$ cat src/rtl/pdes_pkg.sv
// Shared types and message helpers for the PHOLD event scheduler.
// Message layout: [time | lp | cancel] from bit 0 upward.
package pdes_pkg;

    typedef enum logic [1:0] {
        ST_IDLE   = 2'd0,
        ST_INIT   = 2'd1,
        ST_RUN    = 2'd2,
        ST_FINISH = 2'd3
    } state_t;

    localparam int DEF_TIME_WID = 16;
    localparam int DEF_NB_LPID  = 6;
    localparam int DEF_MSG_WID  = 32;

    function automatic int msg_lp_off(input int time_wid);
        return time_wid;
    endfunction

    function automatic int msg_cancel_off(input int time_wid, input int nb_lpid);
        return time_wid + nb_lpid;
    endfunction

    // Fields arrive zero-extended to 32 bits so the check is width-independent.
    function automatic logic is_null_msg(input logic cancel, input logic [31:0] lp,
                                         input logic [31:0] t);
        return cancel && (lp == 32'd0) && (t == 32'd0);
    endfunction

endpackage

$ cat src/rtl/rr_arb.sv
// Round-robin arbiter: one-hot grant starting the search at the pointer;
// the pointer moves just past the winner only when the grant is used (adv).
module rr_arb #(
    parameter int N  = 8,
    parameter int NB = 3
) (
    input  logic          clk,
    input  logic          rst_n,
    input  logic [N-1:0]  req,
    input  logic          adv,
    output logic [N-1:0]  gnt,
    output logic [NB-1:0] gnt_idx
);

    localparam logic [NB:0] NP = (NB+1)'(N);

    logic [NB-1:0] ptr_r;
    logic [N-1:0]  gnt_s;
    logic [NB-1:0] idx_s;
    logic [NB-1:0] k_s;
    logic [NB:0]   sum_s;
    logic [NB:0]   nxt_s;
    logic          found_s;
    logic          hit_s;

    // Rotating priority search beginning at ptr_r.
    always_comb begin
        gnt_s   = {N{1'b0}};
        idx_s   = {NB{1'b0}};
        found_s = 1'b0;
        hit_s   = 1'b0;
        sum_s   = {(NB+1){1'b0}};
        k_s     = {NB{1'b0}};
        for (int i = 0; i < N; i++) begin
            sum_s      = {1'b0, ptr_r} + (NB+1)'(i);
            k_s        = (sum_s >= NP) ? (sum_s[NB-1:0] - NP[NB-1:0]) : sum_s[NB-1:0];
            hit_s      = !found_s && req[k_s];
            found_s    = found_s | hit_s;
            gnt_s[k_s] = hit_s;
            idx_s      = hit_s ? k_s : idx_s;
        end
    end

    assign nxt_s   = {1'b0, idx_s} + {{NB{1'b0}}, 1'b1};
    assign gnt     = gnt_s;
    assign gnt_idx = idx_s;

    // Pointer advance on a used grant.
    always_ff @(posedge clk or negedge rst_n) begin
        if (!rst_n) begin
            ptr_r <= {NB{1'b0}};
        end else if (adv && found_s) begin
            ptr_r <= (nxt_s >= NP) ? {NB{1'b0}} : nxt_s[NB-1:0];
        end else begin
            ptr_r <= ptr_r;
        end
    end

endmodule

$ cat src/rtl/pdes_scheduler.sv
// PHOLD event scheduler: seeds one event per LP, moves new events from the cores into
// the external priority queue, dispatches the queue head, tracks GVT and termination.
module pdes_scheduler
    import pdes_pkg::*;
#(
    parameter int NUM_CORE  = 8,
    parameter int NB_COREID = 3,
    parameter int NUM_LP    = 64,
    parameter int NB_LPID   = DEF_NB_LPID,
    parameter int TIME_WID  = DEF_TIME_WID,
    parameter int MSG_WID   = DEF_MSG_WID
) (
    input  logic                         clk,
    input  logic                         rst_n,
    input  logic                         start,
    input  logic [TIME_WID-1:0]          end_time,
    input  logic                         pause,
    input  logic [NUM_CORE-1:0]          core_out_vld,
    input  logic [NUM_CORE*MSG_WID-1:0]  core_out_msg,
    output logic [NUM_CORE-1:0]          core_out_ack,
    input  logic [NUM_CORE-1:0]          core_ready,
    output logic [NUM_CORE-1:0]          core_ev_vld,
    output logic [MSG_WID-1:0]           core_ev_msg,
    input  logic [NUM_CORE-1:0]          core_active,
    input  logic [NUM_CORE*TIME_WID-1:0] core_time,
    output logic                         q_enq,
    output logic                         q_deq,
    output logic [MSG_WID-1:0]           q_enq_data,
    input  logic [MSG_WID-1:0]           q_head,
    input  logic                         q_empty,
    input  logic                         q_full,
    output logic                         rng_next,
    output logic [TIME_WID-1:0]          gvt,
    output logic                         busy,
    output logic                         done,
    output logic                         quiesced,
    output logic                         full_stall
);

    localparam int OFF_LP  = msg_lp_off(TIME_WID);
    localparam int OFF_CAN = msg_cancel_off(TIME_WID, NB_LPID);
    localparam int NLEAF   = 1 << $clog2(NUM_CORE + 1);
    localparam logic [NB_LPID-1:0] LAST_LP = NB_LPID'(NUM_LP - 1);

    state_t                state_r, state_s;
    logic [NB_LPID-1:0]    cnt_r;
    logic [TIME_WID-1:0]   end_time_r;
    logic [TIME_WID-1:0]   gvt_r;
    logic                  quiesced_r;
    logic                  full_stall_r;
    logic                  done_r;
    logic                  busy_r;
    logic                  qseen_r;

    logic                  run_s, start_go_s, init_go_s, init_last_s;
    logic                  col_pend_s, col_go_s, col_null_s, dsp_go_s;
    logic                  qcond_s, term_gvt_s, term_q_s;
    logic [NUM_CORE-1:0]   col_gnt_s, dsp_gnt_s;
    logic [NB_COREID-1:0]  col_idx_s, dsp_idx_s;
    logic                  dsp_idx_unused_s;
    logic [MSG_WID-1:0]    col_msg_s, seed_msg_s;

    logic                  node_vld_s [2*NLEAF];
    logic [TIME_WID-1:0]   node_t_s   [2*NLEAF];
    logic                  take_s;

    rr_arb #(.N(NUM_CORE), .NB(NB_COREID)) u_col_arb (
        .clk     (clk),
        .rst_n   (rst_n),
        .req     (core_out_vld),
        .adv     (col_go_s),
        .gnt     (col_gnt_s),
        .gnt_idx (col_idx_s)
    );

    rr_arb #(.N(NUM_CORE), .NB(NB_COREID)) u_dsp_arb (
        .clk     (clk),
        .rst_n   (rst_n),
        .req     (core_ready),
        .adv     (dsp_go_s),
        .gnt     (dsp_gnt_s),
        .gnt_idx (dsp_idx_s)
    );

    // Dispatch only needs the one-hot grant.
    assign dsp_idx_unused_s = ^dsp_idx_s;

    assign run_s       = (state_r == ST_RUN);
    assign start_go_s  = (state_r == ST_IDLE) && start;
    assign init_go_s   = (state_r == ST_INIT) && !q_full;
    assign init_last_s = init_go_s && (cnt_r == LAST_LP);

    // Collection has priority; a blocked collection (q_full) still lets dispatch drain the queue.
    assign col_pend_s  = |core_out_vld;
    assign col_go_s    = run_s && col_pend_s && !q_full;
    assign dsp_go_s    = run_s && !col_go_s && !q_empty && (|core_ready) && !pause;

    assign col_msg_s   = core_out_msg[int'(col_idx_s)*MSG_WID +: MSG_WID];
    assign col_null_s  = is_null_msg(col_msg_s[OFF_CAN],
                                     32'(col_msg_s[OFF_LP +: NB_LPID]),
                                     32'(col_msg_s[TIME_WID-1:0]));

    assign qcond_s     = q_empty && !(|core_active) && !col_pend_s;
    assign term_gvt_s  = run_s && (gvt_r > end_time_r);
    assign term_q_s    = run_s && qcond_s && qseen_r;

    // Seed event for the current LP: time 0, not a cancel.
    always_comb begin
        seed_msg_s = {MSG_WID{1'b0}};
        seed_msg_s[OFF_LP +: NB_LPID] = cnt_r;
    end

    assign core_out_ack = col_go_s ? col_gnt_s : {NUM_CORE{1'b0}};
    assign core_ev_vld  = dsp_go_s ? dsp_gnt_s : {NUM_CORE{1'b0}};
    assign core_ev_msg  = q_head;
    assign q_enq        = init_go_s || (col_go_s && !col_null_s);
    assign q_deq        = dsp_go_s;
    assign q_enq_data   = init_go_s ? seed_msg_s : (col_go_s ? col_msg_s : {MSG_WID{1'b0}});
    assign rng_next     = init_go_s || dsp_go_s;

    assign gvt          = gvt_r;
    assign busy         = busy_r;
    assign done         = done_r;
    assign quiesced     = quiesced_r;
    assign full_stall   = full_stall_r;

    // GVT candidate: min-tree over active cores plus the queue head (heap-indexed, root at 1).
    always_comb begin
        node_vld_s = '{default: 1'b0};
        node_t_s   = '{default: {TIME_WID{1'b0}}};
        take_s     = 1'b0;
        for (int g = 0; g < NUM_CORE; g++) begin
            node_vld_s[NLEAF+g] = core_active[g];
            node_t_s[NLEAF+g]   = core_time[g*TIME_WID +: TIME_WID];
        end
        node_vld_s[NLEAF+NUM_CORE] = !q_empty;
        node_t_s[NLEAF+NUM_CORE]   = q_head[TIME_WID-1:0];
        for (int n = NLEAF - 1; n >= 1; n--) begin
            take_s = node_vld_s[2*n+1] &&
                     (!node_vld_s[2*n] || (node_t_s[2*n+1] < node_t_s[2*n]));
            node_vld_s[n] = node_vld_s[2*n] | node_vld_s[2*n+1];
            node_t_s[n]   = take_s ? node_t_s[2*n+1] : node_t_s[2*n];
        end
    end

    // Next-state logic.
    always_comb begin
        state_s = state_r;
        case (state_r)
            ST_IDLE: begin
                if (start) state_s = ST_INIT;
                else       state_s = ST_IDLE;
            end
            ST_INIT: begin
                if (init_last_s) state_s = ST_RUN;
                else             state_s = ST_INIT;
            end
            ST_RUN: begin
                if (term_gvt_s || term_q_s) state_s = ST_FINISH;
                else                        state_s = ST_RUN;
            end
            ST_FINISH: state_s = ST_IDLE;
            default:   state_s = ST_IDLE;
        endcase
    end

    // State register and state-derived status flags.
    always_ff @(posedge clk or negedge rst_n) begin
        if (!rst_n) begin
            state_r <= ST_IDLE;
            busy_r  <= 1'b0;
            done_r  <= 1'b0;
        end else begin
            state_r <= state_s;
            busy_r  <= (state_s != ST_IDLE);
            done_r  <= (state_s == ST_FINISH);
        end
    end

    // Seed counter, latched end time and quiescence history.
    always_ff @(posedge clk or negedge rst_n) begin
        if (!rst_n) begin
            cnt_r      <= {NB_LPID{1'b0}};
            end_time_r <= {TIME_WID{1'b0}};
            qseen_r    <= 1'b0;
        end else begin
            qseen_r <= run_s && qcond_s;
            if (start_go_s) begin
                cnt_r      <= {NB_LPID{1'b0}};
                end_time_r <= end_time;
            end else if (init_go_s) begin
                cnt_r      <= cnt_r + NB_LPID'(1);
                end_time_r <= end_time_r;
            end else begin
                cnt_r      <= cnt_r;
                end_time_r <= end_time_r;
            end
        end
    end

    // Sticky run flags, cleared by the next accepted start.
    always_ff @(posedge clk or negedge rst_n) begin
        if (!rst_n) begin
            quiesced_r   <= 1'b0;
            full_stall_r <= 1'b0;
        end else if (start_go_s) begin
            quiesced_r   <= 1'b0;
            full_stall_r <= 1'b0;
        end else begin
            quiesced_r   <= quiesced_r | (term_q_s && !term_gvt_s);
            full_stall_r <= full_stall_r | (run_s && col_pend_s && q_full);
        end
    end

    // GVT register: follows the candidate in RUN, held otherwise.
    always_ff @(posedge clk or negedge rst_n) begin
        if (!rst_n) begin
            gvt_r <= {TIME_WID{1'b0}};
        end else if (start_go_s) begin
            gvt_r <= {TIME_WID{1'b0}};
        end else if (run_s && node_vld_s[1]) begin
            gvt_r <= node_t_s[1];
        end else begin
            gvt_r <= gvt_r;
        end
    end

endmodule

$ cat config.mk
export PLATFORM = sky130hd
export DESIGN_NAME = pdes_scheduler
export DESIGN_NICKNAME = d
export VERILOG_FILES = /design/src/rtl/pdes_pkg.sv /design/src/rtl/rr_arb.sv /design/src/rtl/pdes_scheduler.sv
export SDC_FILE = /design/constraint.sdc
export NUM_CORES = 1
export LEC_CHECK = 0
export CORE_MARGIN = 5
export CORE_UTILIZATION = 30
export CTS_BUF_LIST = sky130_fd_sc_hd__clkbuf_16
export DETAILED_ROUTE_END_ITERATION = 16
export GPL_TIMING_DRIVEN = 0
export SYNTH_ARGS = -nofsm -noshare
export SYNTH_HDL_FRONTEND = slang
export SYNTH_HIERARCHICAL = 1
export SYNTH_SLANG_ARGS = --single-unit
$ cat constraint.sdc
create_clock -name clk -period 20.5 [get_ports clk]
set_input_delay 5.125 -clock clk [delete_from_list [all_inputs] [get_ports clk]]
set_output_delay 5.125 -clock clk [all_outputs]
set_load 0.005 [all_outputs]
==> reports/metrics.yaml <==
use_met3: 0.0514
vias: 14200
area_growth_pct: 49.5
drt_iter0_markers: 1118
finalSetupTns_ns: 0
critPathKind: "input pin to output port"
rsz0062_at_grt: "false"
grt_pass1_vias: 14500
max_slew_margin: 0.326
finalSetupViolations: 0
grt_use_met1: 0.339
cts_buffers: 5
timing.fmax_mhz: 57.8
postPlaceCellArea_mm2: 0.0192
maxCapViolCount: 0
postCtsHoldBufs: 0
num_rows: 76
syn-num-nets: 2096
hpwl_um: 55200
first_pass_iters: 6
die_area_mm2: 0.0474
p_per_area_mw_per_mm2: 55.7
syn_inst: 1485
cts_sinks: 51
grtUsageMet2: 0.429
wirelength_um: 62700
post-cts-setup-buffer-count: 0
cts_max_level: 2
place.gp.congestion: 0.955
skew_ns: 0.00639
fin_crit_ns: 17.29
hold_path_class: "flop to flop"
clk_pin_slew_ns: 0.07
critPathRequiredTime_ns: 15.38
syn_area_mm2: 0.0130
endpoint_kind: "output port"
initial_core_util: 0.302
final_area_mm2: 0.0194
drive_above_1_share: 0.134
final_max_slew_viol_count: 0
overflow: 0
clk_path_buf_depth: 2
ys_warn_count: 6
min_to: "full_stall$_DFF_PN0_"
min_path_cells: 2
cts_resized: 0
cts_tree: "yes"
clock_latency_ns: 0.30
antenna_found_initial: 18
hold_viol: 0
reg2reg_from: "u_col_arb/ptr_r[1]$_DFFE_PN0P_"
crit_fanout: 10
grt_pass1_wl_um: 91700
status: "completed"
irDropWorstVdd_uv: 37.9
crit_arrival_ns: 12.16
drc: 0
io_pins: 565
grt-busiest-layer: "met2"
cts_root_buffer: "clkbuf_16"
final_nets: 2652
grt_use_total: 0.253
viasPerCell: 5.41
worstHoldStart: "full_stall$_DFF_PN0_"
syn_avg_cell_area_um2: 8.72
port_buffers: 548
ant_nets: 0
start_kind: "input pin"
reg2reg_slack_ns: 15.73
die_w_um: 218
period_share: 0.843
die-height_um: 218
core-area_mm2: 0.0429
wl_per_cell_um: 23.8
worstReg2RegEnd: "u_col_arb/ptr_r[2]$_DFFE_PN0P_"
p_leak_nw: 7.92
worst_pin_slew_ns: 1.01
finish.utilization: 0.452
rr_worst_depth: 13
grt_max_degree: 35
## per-stage QoR
| stage | cells | hold WS [ns] | setup slack [ns] | power (mW) |
|---|---|---|---|---|
| 2_1_floorplan | 1485 | 0.460 | 5.89 | 0.667 |
| 3_3_place_gp | 2618 | 0.481 | 3.24 | 0.969 |
| 3_5_place_dp | 2619 | 0.493 | 3.32 | 0.979 |
| 4_1_cts | 2627 | 0.510 | 3.30 | 1.08 |
| 5_1_grt | 2630 | 0.544 | 2.80 | 1.17 |
| 6_report | 2634 | 0.506 | 3.21 | 1.08 |
## where the power goes
group / internal [mW] / switching (mW) / leakage, nW
registers: 0.133 / 0.0285 / 0.607
logic: 0.410 / 0.411 / 7.24
clock network: 0.0570 / 0.0388 / 0.0813
total: 0.600 / 0.479 / 7.92
## metal layers
metal / wire [um] / up-vias / part of all wire
met2: 30500 / 603 / 0.49
met1: 26600 / 6869 / 0.42
met4: 809 / 4 / 0.013
li1: - / 6727 / -
met3: 4750 / 45 / 0.076
met5: 21 / - / 0.00033
## state kept, by name, summed over array words and instances (netlist names), 2 cells and up
name	count
cnt_r	6
gvt	16
u_col_arb/ptr_r	3
state_r	2
u_dsp_arb/ptr_r	3
end_time_r	16
## cell type report
| class | count | area, um2 |
|---|---|---|
| diodes | 7 | 17.5 |
| clock buffers | 5 | 125 |
| well taps | 585 | 732 |
| inverters | 137 | 514 |
| plain buffers | 108 | 702 |
| fillers | 4195 | 23500 |
| multi-input cells | 1189 | 10500 |
| repair buffers | 549 | 5500 |
| clock inverters | 3 | 38.8 |
| flip-flops and latches | 51 | 1280 |
## cell usage in the layout, fill, tap and decap left out, drive strengths merged, types with 21 or more instances in the layout
master         count
a21oi            107
a21o              36
nand4             31
ha               149
nand2            100
buf               64
clkdlybuf4s50    548
o21ai             67
dfrtp             51
clkbuf            50
mux2i             85
nand3             21
nor2             141
mux2              58
nor3              26
inv              136
mux4              89
## critical path, cell delays in order
cell and delay (ns):
clkdlybuf4s50_1 0.64, mux2_2 0.44, mux4_2 0.58, or4b_4 0.60
nor2_1 0.52, o22a_1 0.33, buf_2 0.40, buf_2 0.40
clkbuf_1 0.64, buf_1 0.72, mux4_2 0.61, mux2i_1 0.45
nor2_1 0.15, clkdlybuf4s50_1 0.52
## worst max-delay path by stage
stage,start,endpoint,slack (ns),cells after the start
after CTS,core_out_vld[6],q_enq_data[31],3.30,14
after floorplan,core_out_vld[1],q_enq_data[30],5.89,12
final,core_out_vld[7],q_enq_data[31],3.21,14
after global routing,core_out_vld[7],q_enq_data[31],2.80,14
after global placement,core_out_vld[7],q_enq_data[31],3.24,14
after detailed placement,core_out_vld[6],q_enq_data[31],3.32,14
Note: power is estimated with default switching activity, not from simulation.
==> edit: new RTL, same settings <==
Change the package constant `DEF_TIME_WID` from 16 to 17.
--- a/src/rtl/pdes_pkg.sv
+++ b/src/rtl/pdes_pkg.sv
@@ -10,5 +10,5 @@
     } state_t;
 
-    localparam int DEF_TIME_WID = 16;
+    localparam int DEF_TIME_WID = 17;
     localparam int DEF_NB_LPID  = 6;
     localparam int DEF_MSG_WID  = 32;
Interface: changed (resized core_time, end_time and gvt); port bits go from 565 to 575. The function was not compared with the original's and may differ.
==> edit against the unedited design <==
- wire length shrank 1.9%
- worst setup slack gained 270 ps
- area after synthesis is 0.67% lower
- final area shrank 0.26%
- sequential share of layout area grew 0.28 points
- sequential cell count is 2 higher
- total power down 14%
- critical path type unchanged
- largest cell class unchanged
==> edit: results (changes against the unedited design) <==
[critical_path]
worst_r2r_dst=u_col_arb/ptr_r[1]
setup.worst_path.end=q_enq
reg2reg_setup_slack_ps=15890  ; +160 ps
critPathArrivalTime_ps=11890  ; -270 ps
ff2ff_path_depth=11  ; -2
critical_path.max_stage_delay_ps=700  ; -20 ps
worst_setup_path_startpoint=core_out_vld[6]
cpLargestDelayFamily=simple AND/OR/NAND/NOR gates

[placed_design]
io_buffers=559  ; +2.0%
gpl.final_weighted_congestion=0.947  ; -0.80%
dpl.cell_count=2563  ; -2.1%
hpwl_um=54600  ; -1.1%

[route]
postRouteWirelength_um=61600  ; -1.9%
drt_iter0_markers=1110  ; -0.72%
wl_per_cell_um=23.9  ; +0.35%
drt-pass1-iter-count=7  ; +1

[layout]
multiInputCombCellCount=1160  ; -2.4%
finished_core_util_pct=45.7  ; +0.58 points
layout.filler_cells=4092  ; -2.5%
antenna_cells=5  ; -2
area.sequential_um2=1330  ; +3.9%
multiInputGateArea_um2=10300  ; -1.5%
finalInstanceArea_um2=19300  ; -0.26%
inverters_excl_clock=153  ; +12%
design.final.nets=2662  ; +0.38%

[logic_synthesis]
syn-mean-instance-area_um2=8.79  ; +0.76%

[worst_hold_path]
worst_hold_path.num_cells=1  ; -1
hp-start=end_time_r[0]

[sta]
measured_slew_at_the_worst_slew_check_pin_ps=1120  ; +106 ps
setup_clock_skew_after_layout_ps=5.25  ; -1.14 ps
worst_hold_slack_ps=520  ; +14.3 ps

[global_route]
grt_pass1_vias=14400  ; -0.84%
grt_max_degree=40  ; +14%
groute.usage.overall_pct=24.5  ; -0.82 points

[clocking]
clkSinkCount=53  ; +3.9%

[power]
irDropWorstVdd_uv=41.1  ; +8.6%
p_leak_nw=8.25  ; +4.0%

[status]
status=completed

edit: changes by cell type in the layout (fill, tap and decap cells not counted), sizes merged, moves of 15 or more:
cell and change:
mux2i +76, nor2 -38, mux2 -34, a21oi -26, inv +17, a22oi -16
o21ai +15
edit: metrics by stage:
| stage | setup WS [ps] | power (W) |
|---|---|---|
| floorplan | 5940 | 0.000567 |
| global placement | 3560 | 0.000823 |
| detailed placement | 3580 | 0.000834 |
| CTS | 3570 | 0.000925 |
| global route | 3220 | 0.00100 |
| finish | 3480 | 0.000928 |
edit: metal layers:
layer  up-vias  wire length, µm  GRT usage, %
li1       6661                -             -
met1      6875            28000          35.0
met2       584            27800          38.9
met3        38             5220          5.95
met4         2              596          2.44
met5         -               17             0
edit: report_power, final:
group	switching (W)	total, W	internal (W)
clock network	0.0000401	0.0000863	0.0000462
registers	0.0000177	0.000140	0.000122
logic	0.000349	0.000702	0.000352
total	0.000407	0.000928	0.000521
